===== config.mk =====
export PLATFORM = sky130hd
export DESIGN_NAME = eth_tx_arbiter
export DESIGN_NICKNAME = d
export VERILOG_FILES = /design/src/rtl/eth_tx_arbiter.sv
export SDC_FILE = /design/constraint.sdc
export NUM_CORES = 1
export LEC_CHECK = 0
export ABC_AREA = 1
export BUFFER_PORTS_ARGS = -buffer_cell sky130_fd_sc_hd__buf_2
export CORE_ASPECT_RATIO = 0.6
export CORE_MARGIN = 4
export CORE_UTILIZATION = 31
export CTS_CLUSTER_SIZE = 25
export DETAILED_ROUTE_END_ITERATION = 8
export PLACE_DENSITY = 0.48
export RECOVER_POWER = 25
export SLEW_MARGIN = 15
export SYNTH_ARGS = -nofsm -noshare
export SYNTH_HDL_FRONTEND = slang
export SYNTH_SLANG_ARGS = --single-unit

===== constraint.sdc =====
create_clock -name clk -period 2.3 [get_ports clk]
set_clock_uncertainty 0.15 [all_clocks]
set_input_delay 0.23 -clock clk [delete_from_list [all_inputs] [get_ports clk]]
set_output_delay 0.23 -clock clk [all_outputs]
set_load 0.02 [all_outputs]

===== src/rtl/eth_tx_arbiter.sv =====
// eth_tx_arbiter: shares the 8-bit MAC transmit stream between the ARP reply
// source and the IP/UDP source. A grant is held from the first byte to tlast,
// short frames are zero-padded up to MIN_LEN, and an idle gap of GAP_CYCLES
// clocks follows every frame. Ties in IDLE alternate between the sources.
module eth_tx_arbiter #(
  parameter int MIN_LEN    = 60,
  parameter int GAP_CYCLES = 12
) (
  input  logic        clk,
  input  logic        reset,
  input  logic [7:0]  arp_tdata_in,
  input  logic        arp_tvalid_in,
  input  logic        arp_tlast_in,
  output logic        arp_tready_out,
  input  logic [7:0]  ip_tdata_in,
  input  logic        ip_tvalid_in,
  input  logic        ip_tlast_in,
  output logic        ip_tready_out,
  output logic [7:0]  mac_tdata_out,
  output logic        mac_tvalid_out,
  output logic        mac_tlast_out,
  input  logic        mac_tready_in,
  output logic        busy_out,
  output logic [15:0] arp_pkt_cnt_out,
  output logic [15:0] ip_pkt_cnt_out
);

  typedef enum logic [2:0] {
    S_IDLE,
    S_ARP,
    S_IP,
    S_PAD,
    S_GAP
  } state_t;

  localparam logic        GRANT_ARP = 1'b0;
  localparam logic        GRANT_IP  = 1'b1;
  localparam int          GAP_W     = (GAP_CYCLES > 1) ? $clog2(GAP_CYCLES) : 1;
  localparam int          GAP_LAST  = (GAP_CYCLES > 0) ? GAP_CYCLES - 1 : 0;
  localparam logic [11:0] MIN_LEN_C = 12'(MIN_LEN);
  // With no gap configured the frame-ending accept returns straight to IDLE.
  localparam state_t      END_STATE = (GAP_CYCLES == 0) ? S_IDLE : S_GAP;

  state_t           state_q, state_d;
  logic             last_grant_q, last_grant_d;
  logic [10:0]      byte_cnt_q, byte_cnt_d;
  logic [GAP_W-1:0] gap_cnt_q, gap_cnt_d;
  logic [15:0]      arp_cnt_q, arp_cnt_d;
  logic [15:0]      ip_cnt_q, ip_cnt_d;

  logic [11:0]      byte_cnt_inc;
  logic [10:0]      byte_cnt_sat;
  logic             len_ok;
  logic             pad_last;
  logic             gap_done;
  logic [7:0]       src_tdata;
  logic             src_tvalid;
  logic             src_tlast;

  // byte_cnt+1 is evaluated one bit wider so the MIN_LEN compare never wraps.
  assign byte_cnt_inc = {1'b0, byte_cnt_q} + 12'd1;
  assign byte_cnt_sat = (byte_cnt_q == 11'h7FF) ? byte_cnt_q : byte_cnt_inc[10:0];
  assign len_ok       = (byte_cnt_inc >= MIN_LEN_C);
  assign pad_last     = (byte_cnt_inc == MIN_LEN_C);
  assign gap_done     = (gap_cnt_q == GAP_W'(GAP_LAST));

  assign src_tdata    = (state_q == S_IP) ? ip_tdata_in  : arp_tdata_in;
  assign src_tvalid   = (state_q == S_IP) ? ip_tvalid_in : arp_tvalid_in;
  assign src_tlast    = (state_q == S_IP) ? ip_tlast_in  : arp_tlast_in;

  assign busy_out        = (state_q != S_IDLE);
  assign arp_pkt_cnt_out = arp_cnt_q;
  assign ip_pkt_cnt_out  = ip_cnt_q;

  // State, grant history, byte/gap counters and packet counters.
  always_ff @(posedge clk) begin
    if (reset) begin
      state_q      <= S_IDLE;
      last_grant_q <= GRANT_IP;
      byte_cnt_q   <= '0;
      gap_cnt_q    <= '0;
      arp_cnt_q    <= '0;
      ip_cnt_q     <= '0;
    end else begin
      state_q      <= state_d;
      last_grant_q <= last_grant_d;
      byte_cnt_q   <= byte_cnt_d;
      gap_cnt_q    <= gap_cnt_d;
      arp_cnt_q    <= arp_cnt_d;
      ip_cnt_q     <= ip_cnt_d;
    end
  end

  // Arbitration, pass-through muxing, padding and gap sequencing.
  always_comb begin
    state_d        = state_q;
    last_grant_d   = last_grant_q;
    byte_cnt_d     = byte_cnt_q;
    gap_cnt_d      = gap_cnt_q;
    arp_cnt_d      = arp_cnt_q;
    ip_cnt_d       = ip_cnt_q;
    mac_tdata_out  = 8'h00;
    mac_tvalid_out = 1'b0;
    mac_tlast_out  = 1'b0;
    arp_tready_out = 1'b0;
    ip_tready_out  = 1'b0;

    case (state_q)
      S_IDLE: begin
        // ARP wins a tie only when IP had the previous grant.
        if (arp_tvalid_in && (!ip_tvalid_in || last_grant_q == GRANT_IP)) begin
          state_d      = S_ARP;
          last_grant_d = GRANT_ARP;
          byte_cnt_d   = '0;
        end else if (ip_tvalid_in) begin
          state_d      = S_IP;
          last_grant_d = GRANT_IP;
          byte_cnt_d   = '0;
        end
      end

      S_ARP, S_IP: begin
        mac_tdata_out  = src_tdata;
        mac_tvalid_out = src_tvalid;
        mac_tlast_out  = src_tlast && len_ok;
        if (state_q == S_IP) ip_tready_out  = mac_tready_in;
        else                 arp_tready_out = mac_tready_in;
        if (src_tvalid && mac_tready_in) begin
          byte_cnt_d = byte_cnt_sat;
          if (src_tlast) begin
            if (len_ok) begin
              state_d   = END_STATE;
              gap_cnt_d = '0;
              if (state_q == S_IP) ip_cnt_d  = ip_cnt_q + 16'd1;
              else                 arp_cnt_d = arp_cnt_q + 16'd1;
            end else begin
              state_d = S_PAD;
            end
          end
        end
      end

      S_PAD: begin
        mac_tvalid_out = 1'b1;
        mac_tlast_out  = pad_last;
        if (mac_tready_in) begin
          byte_cnt_d = byte_cnt_sat;
          if (pad_last) begin
            state_d   = END_STATE;
            gap_cnt_d = '0;
            if (last_grant_q == GRANT_IP) ip_cnt_d  = ip_cnt_q + 16'd1;
            else                          arp_cnt_d = arp_cnt_q + 16'd1;
          end
        end
      end

      S_GAP: begin
        if (gap_done) begin
          state_d   = S_IDLE;
          gap_cnt_d = '0;
        end else begin
          gap_cnt_d = gap_cnt_q + GAP_W'(1);
        end
      end

      default: state_d = S_IDLE;
    endcase
  end

endmodule


# == Word level (Yosys, flattened, before mapping) ==
# Cells that the tools add are included.
# classes
add_sub_neg,4
magnitude_cmp,1
n_eq_ne,18
mux,50
reduce_logical,18
# ops
op,count
two-way mux 16 bit,14
one-hot mux 16 bit (2 select lines),2
two-way mux 11 bit,5
one-hot mux 11 bit (3 select lines),1
"adder 16 x 1 -> 16 bit, second input constant",2
two-way mux 3 bit,8
two-way mux 4 bit,6
"inequality test 2 bit, second input constant",10
two-way mux 8 bit,2
AND reduction 8 bit,2
"adder 11 x 1 -> 12 bit, second input constant",1
"equality test 12 x 6 -> 1 bit, second input constant",1
">= comparator 12 x 6 -> 1 bit, second input constant",1
one-hot mux 3 bit (4 select lines),1
one-hot mux 4 bit (3 select lines),1
AND reduction 6 bit,2
"equality test 11 bit, second input constant",1
nonzero test 3 bit,3
two-way mux 1 bit,8
"equality test 3 x 2 -> 1 bit, second input constant",2
"adder 4 x 1 -> 4 bit, second input constant",1
"equality test 4 bit, second input constant",1
one-hot mux 1 bit (2 select lines),2
AND reduction 4 bit,1
other kinds (10),13
# totals
regBits,51
out_inout_bits,45
wordCells,97

# == Longest topological paths before layout ==
# logic_depth
depth_word,6
mapped_depth,15

# == Worst setup path after synthesis ==
# OpenSTA, ideal clock, no wires.
# synth_path
path_kind,register -> register
from,register byte_cnt_q[0]
to,"register ip_cnt_q[10], in the netlist ip_pkt_cnt_out[10]"
arrival_ns,1.791
slack_ns,0.227
path_stages_with_launch,14
n_path_buf,1
synth_period_minus_slack_ns,2.073
cell_sequence,dfxtp_1 -> ha_1 -> nand3_1 -> nor2_2 -> nand2_1 -> nand2_1 -> nand3_2 -> nor2_4 -> nand2_2 -> a21oi_4 -> nand2_4 -> buf_6 -> nand2_1 -> a21oi_1
# synth_between
elab_chain_len,4
# synth_rtl
item,line,rtl
"start, declared",46,"logic [10:0] byte_cnt_q, byte_cnt_d;"
"start signal, assigned",87,byte_cnt_q <= byte_cnt_d;
adder 11 x 1 -> 12 bit *,61,"assign byte_cnt_inc = {1'b0, byte_cnt_q} + 12'd1;"
>= comparator 12 x 6 -> 1 bit / equality test 12 x 6 -> 1 bit (equally long branches),"63, 64",
inequality test 2 bit (no line),--,
AND reduction 8 bit (no line) *,--,
"end signal, assigned",90,ip_cnt_q <= ip_cnt_d;
"end, declared",49,"logic [15:0] ip_cnt_q, ip_cnt_d;"
# Every way passes the cells marked *; elsewhere a longest branch is shown, timed or not.
# A chain may end at the register's enable or synchronous reset.

# == Worst setup path after layout ==
# layout_path
from,register byte_cnt_q[1]
to,output mac_tlast_out
# layout_between
elab_chain_len,4
# layout_rtl
item,line,rtl
adder 11 x 1 -> 12 bit *,61,
>= comparator 12 x 6 -> 1 bit,63,assign len_ok = (byte_cnt_inc >= MIN_LEN_C);
logical AND 1 bit,125,mac_tlast_out = src_tlast && len_ok;
one-hot mux 1 bit (2 select lines) *,108,case (state_q)
"end, declared",21,"output logic mac_tlast_out,"
# Marks and branches as above.

==> impl_metrics.tcl <==
set metrics [dict create \
    run_status "complete, no violations" \
    slowest_stage "dfxtp_4" \
    initial_core_util 0.325 \
    gp_routability_congestion 0.893 \
    io_pins 68 \
    tritoncts "done" \
    tritoncts_buffer_count 5 \
    ys.warnings.count 0 \
    ff_latch_count_synth 51 \
    clk_pin_slew_worst_paths_ns 0.07 \
    wire_length_of_the_first_global_routing_pass_um 16000 \
    antenna_found_initial 0 \
    final_ws_setup_ns 0.115 \
    power_leakage_nw 1.64 \
    setup_slack_at_placement_ns -0.0425 \
    internal_power_w 0.00236 \
    areaGrowthSynthToFinish_pct 26.7 \
    share_of_cells_above_drive_strength_1 0.188 \
    power_dissipated_by_switching_net_loads_w 0.00187 \
    timing.final.max_slew_violations 0 \
    critical_path_arrival_ns 1.81 \
    drcViolationCount 0 \
    floorplan.rows 28 \
    die_area_mm2 0.0123 \
    dr_total_vias 3510 \
    post_synthesis_instance_total 512 \
    worst-path-max-fanout 4 \
    io_buffers 67 \
    synth_seq_area_share 0.311 \
    regToRegSetupSlack_ns 0.13 \
    hpwlAfterDp_um 7290 \
    power.share.sequential 0.243 \
    synth_largest_area_cell "dfxtp_1" \
    cts-hold-fix-buffers 0 \
    drtAntennaViolNets 0 \
    tritoncts_num_sinks 51 \
    viasPerCell 4.83 \
    die_width_um 141 \
    syn-cell-area_mm2 0.00328 \
    switching_share 0.443 \
    synth_top_area_frac 0.311 \
    synth.net_count 539 \
    grt_start_max_net_pins 29 \
    core_area_mm2 0.0101 \
    synth_enable_flop_cells 0 \
    die_y_um 87.7 \
    ff2ff_path_depth 12 \
    path_class "reg2out" \
    min_path_type "in2reg" \
    tightestPinTransition_ns 0.407 \
    insertion_delay_of_the_later_clocked_pin_in_the_worst_skew_pair_ns 0.29 \
    layout_worst_path_cycle_share 0.950 \
    cp_cell_sequence "ha_4 -> nand2_2 -> inv_1 -> nor3_2 -> nand3_1 -> nor2_2 -> nand2_2 -> o21ai_2 -> buf_4" \
    multi_input_area_mm2 0.00208 \
    final.setup.tns_ns 0 \
    timing.final.setup_violations 0 \
    holdPathStages 5 \
    globalRoute.totalOverflow 0 \
    critical_path_required_ns 1.92 \
    max_frequency_mhz 458 \
    drt-total-wl_um 9930 \
    synth.area.top_cells "dfxtp_1, nand2_1, nand3_1, a21oi_1, nor2_1" \
    antenna-diode-count 0 \
    synth_most_common_cell "nand2_1" \
    end_kind "primary output" \
    hold_viol 0 \
    comb_power_share 0.558 \
    fin_hold_ws_ns 0.171 \
    clk_path_buf_depth 2 \
    startpoint_class_of_the_critical_path "flip-flop" \
    root_buffer "clkbuf_16" \
    net_count_final 619 \
    synthesis.area_per_instance_um2 6.40 \
    cts.htree.levels 2 \
    critPathMaxStageDelay_ns 0.36 \
    cpMostUsedCell "nand2_2" \
    drt_iter0_markers 287 \
    ir_drop_mv 0.527 \
    wl_per_cell_um 13.7 \
    drtPass1Iterations 5 \
    seqCellArea_mm2 0.00103 \
    power_per_cell_area_mw_per_mm2 1020 \
    clkPwrFrac 0.199 \
    final_critical_path_required_period_ns 2.19 \
    number_of_global_route_vias_before_repair 3073 \
    max-cap-violations 0 \
    dominantRegCellSynth "dfxtp_1" \
    netlist-cell-type-count 31 \
    globalRouteTotalUtil 0.161 \
    filler_cell_count 1089 \
    async_s_r_ff_share_synth 0 \
    slew-limit-headroom 0.726 \
    yosys-top-cells-count "nand2_1, nor2_1, nand3_1" \
]
## worst max-delay path: cells and delay by family (launching register included)
family,cells,cell delay (ns)
flops,1,0.36
buf+inv,2,0.21
simple gates,5,0.62
compound gates,1,0.13
fa+ha+maj,1,0.18
## stage by stage
stage,utilization,std cells,area (µm²),power [W]
after floorplan,-,512,3280,0.00238
after global placement,0.376,713,3790,0.00287
after detailed placement,0.376,713,3790,0.00289
after CTS,0.403,724,4070,0.00419
after global routing,0.412,727,4150,0.00453
final,0.412,727,4150,0.00423
## flip-flops by register name, indices dropped and copies added, names as in the netlist
| register | cells |
|---|---|
| byte_cnt_q | 11 |
| gap_cnt_q | 4 |
| state_q | 3 |
| arp_pkt_cnt_out | 16 |
| ip_pkt_cnt_out | 16 |
| last_grant_q | 1 |
## metal layers
layer  routed length, µm  track usage  vias to the layer above
met5                   0            0                        -
met4                  68       0.0317                        0
met3                 731       0.0366                        7
met2                3770        0.222                      124
met1                5360        0.253                     1569
li1                    -            -                     1810
## power by group through the flow
stage	Sequential, W	Clock, W	Combinational, W
floorplan	0.00106	0	0.00132
global placement	0.00104	0	0.00183
detailed placement	0.00104	0	0.00184
CTS	0.00102	0.000865	0.00230
global route	0.00104	0.000903	0.00259
finish	0.00103	0.000843	0.00236
## layout by cell type, fill, tap and decap left out, drive strengths merged
cell type,instances
nor4,3
clkinv,2
a22oi,4
nor3,7
a21oi,51
xnor2,13
dfxtp,51
and2,1
nor2,65
nand4,3
xor2,18
or2,2
clkbuf,29
nand3,63
nand2,152
buf,64
nand3b,2
inv,47
o21ai,9
bufinv,1
ha,4
a211oi,1
## final timing paths
kind                              start                               to
min                        ip_tvalid_in        last_grant_q$_SDFFE_PP1P_
max          byte_cnt_q[1]$_SDFFE_PP0P_                    mac_tlast_out
max reg2reg  byte_cnt_q[1]$_SDFFE_PP0P_  arp_pkt_cnt_out[5]$_SDFFE_PP0P_
min reg2reg   gap_cnt_q[3]$_SDFFE_PP0P_        gap_cnt_q[3]$_SDFFE_PP0P_
## timing repair
item | CTS | global route
gates cloned | 2 | 0
pin swaps | 3 | 10
buffers inserted | 2 | 3
endpoints found under the setup margin | 42 | 51
gates resized for setup | 10 | 29
## kinds of logic after synthesis
kind of cell / synth area share
xor+xnor: 0.0828
simple gates: 0.397
compound gates: 0.106
buf+inv: 0.0870
fa+ha+maj: 0.0153
flops: 0.311
## area by class of cell
type	count	share of cell area
multi-input combinational	398	0.501
inverter	49	0.0458
tap	135	0.0407
clock inverter	1	0.00723
clock buffer	6	0.0310
timing repair buffer	87	0.127
sequential	51	0.248
(Power assumes the default switching activity.)
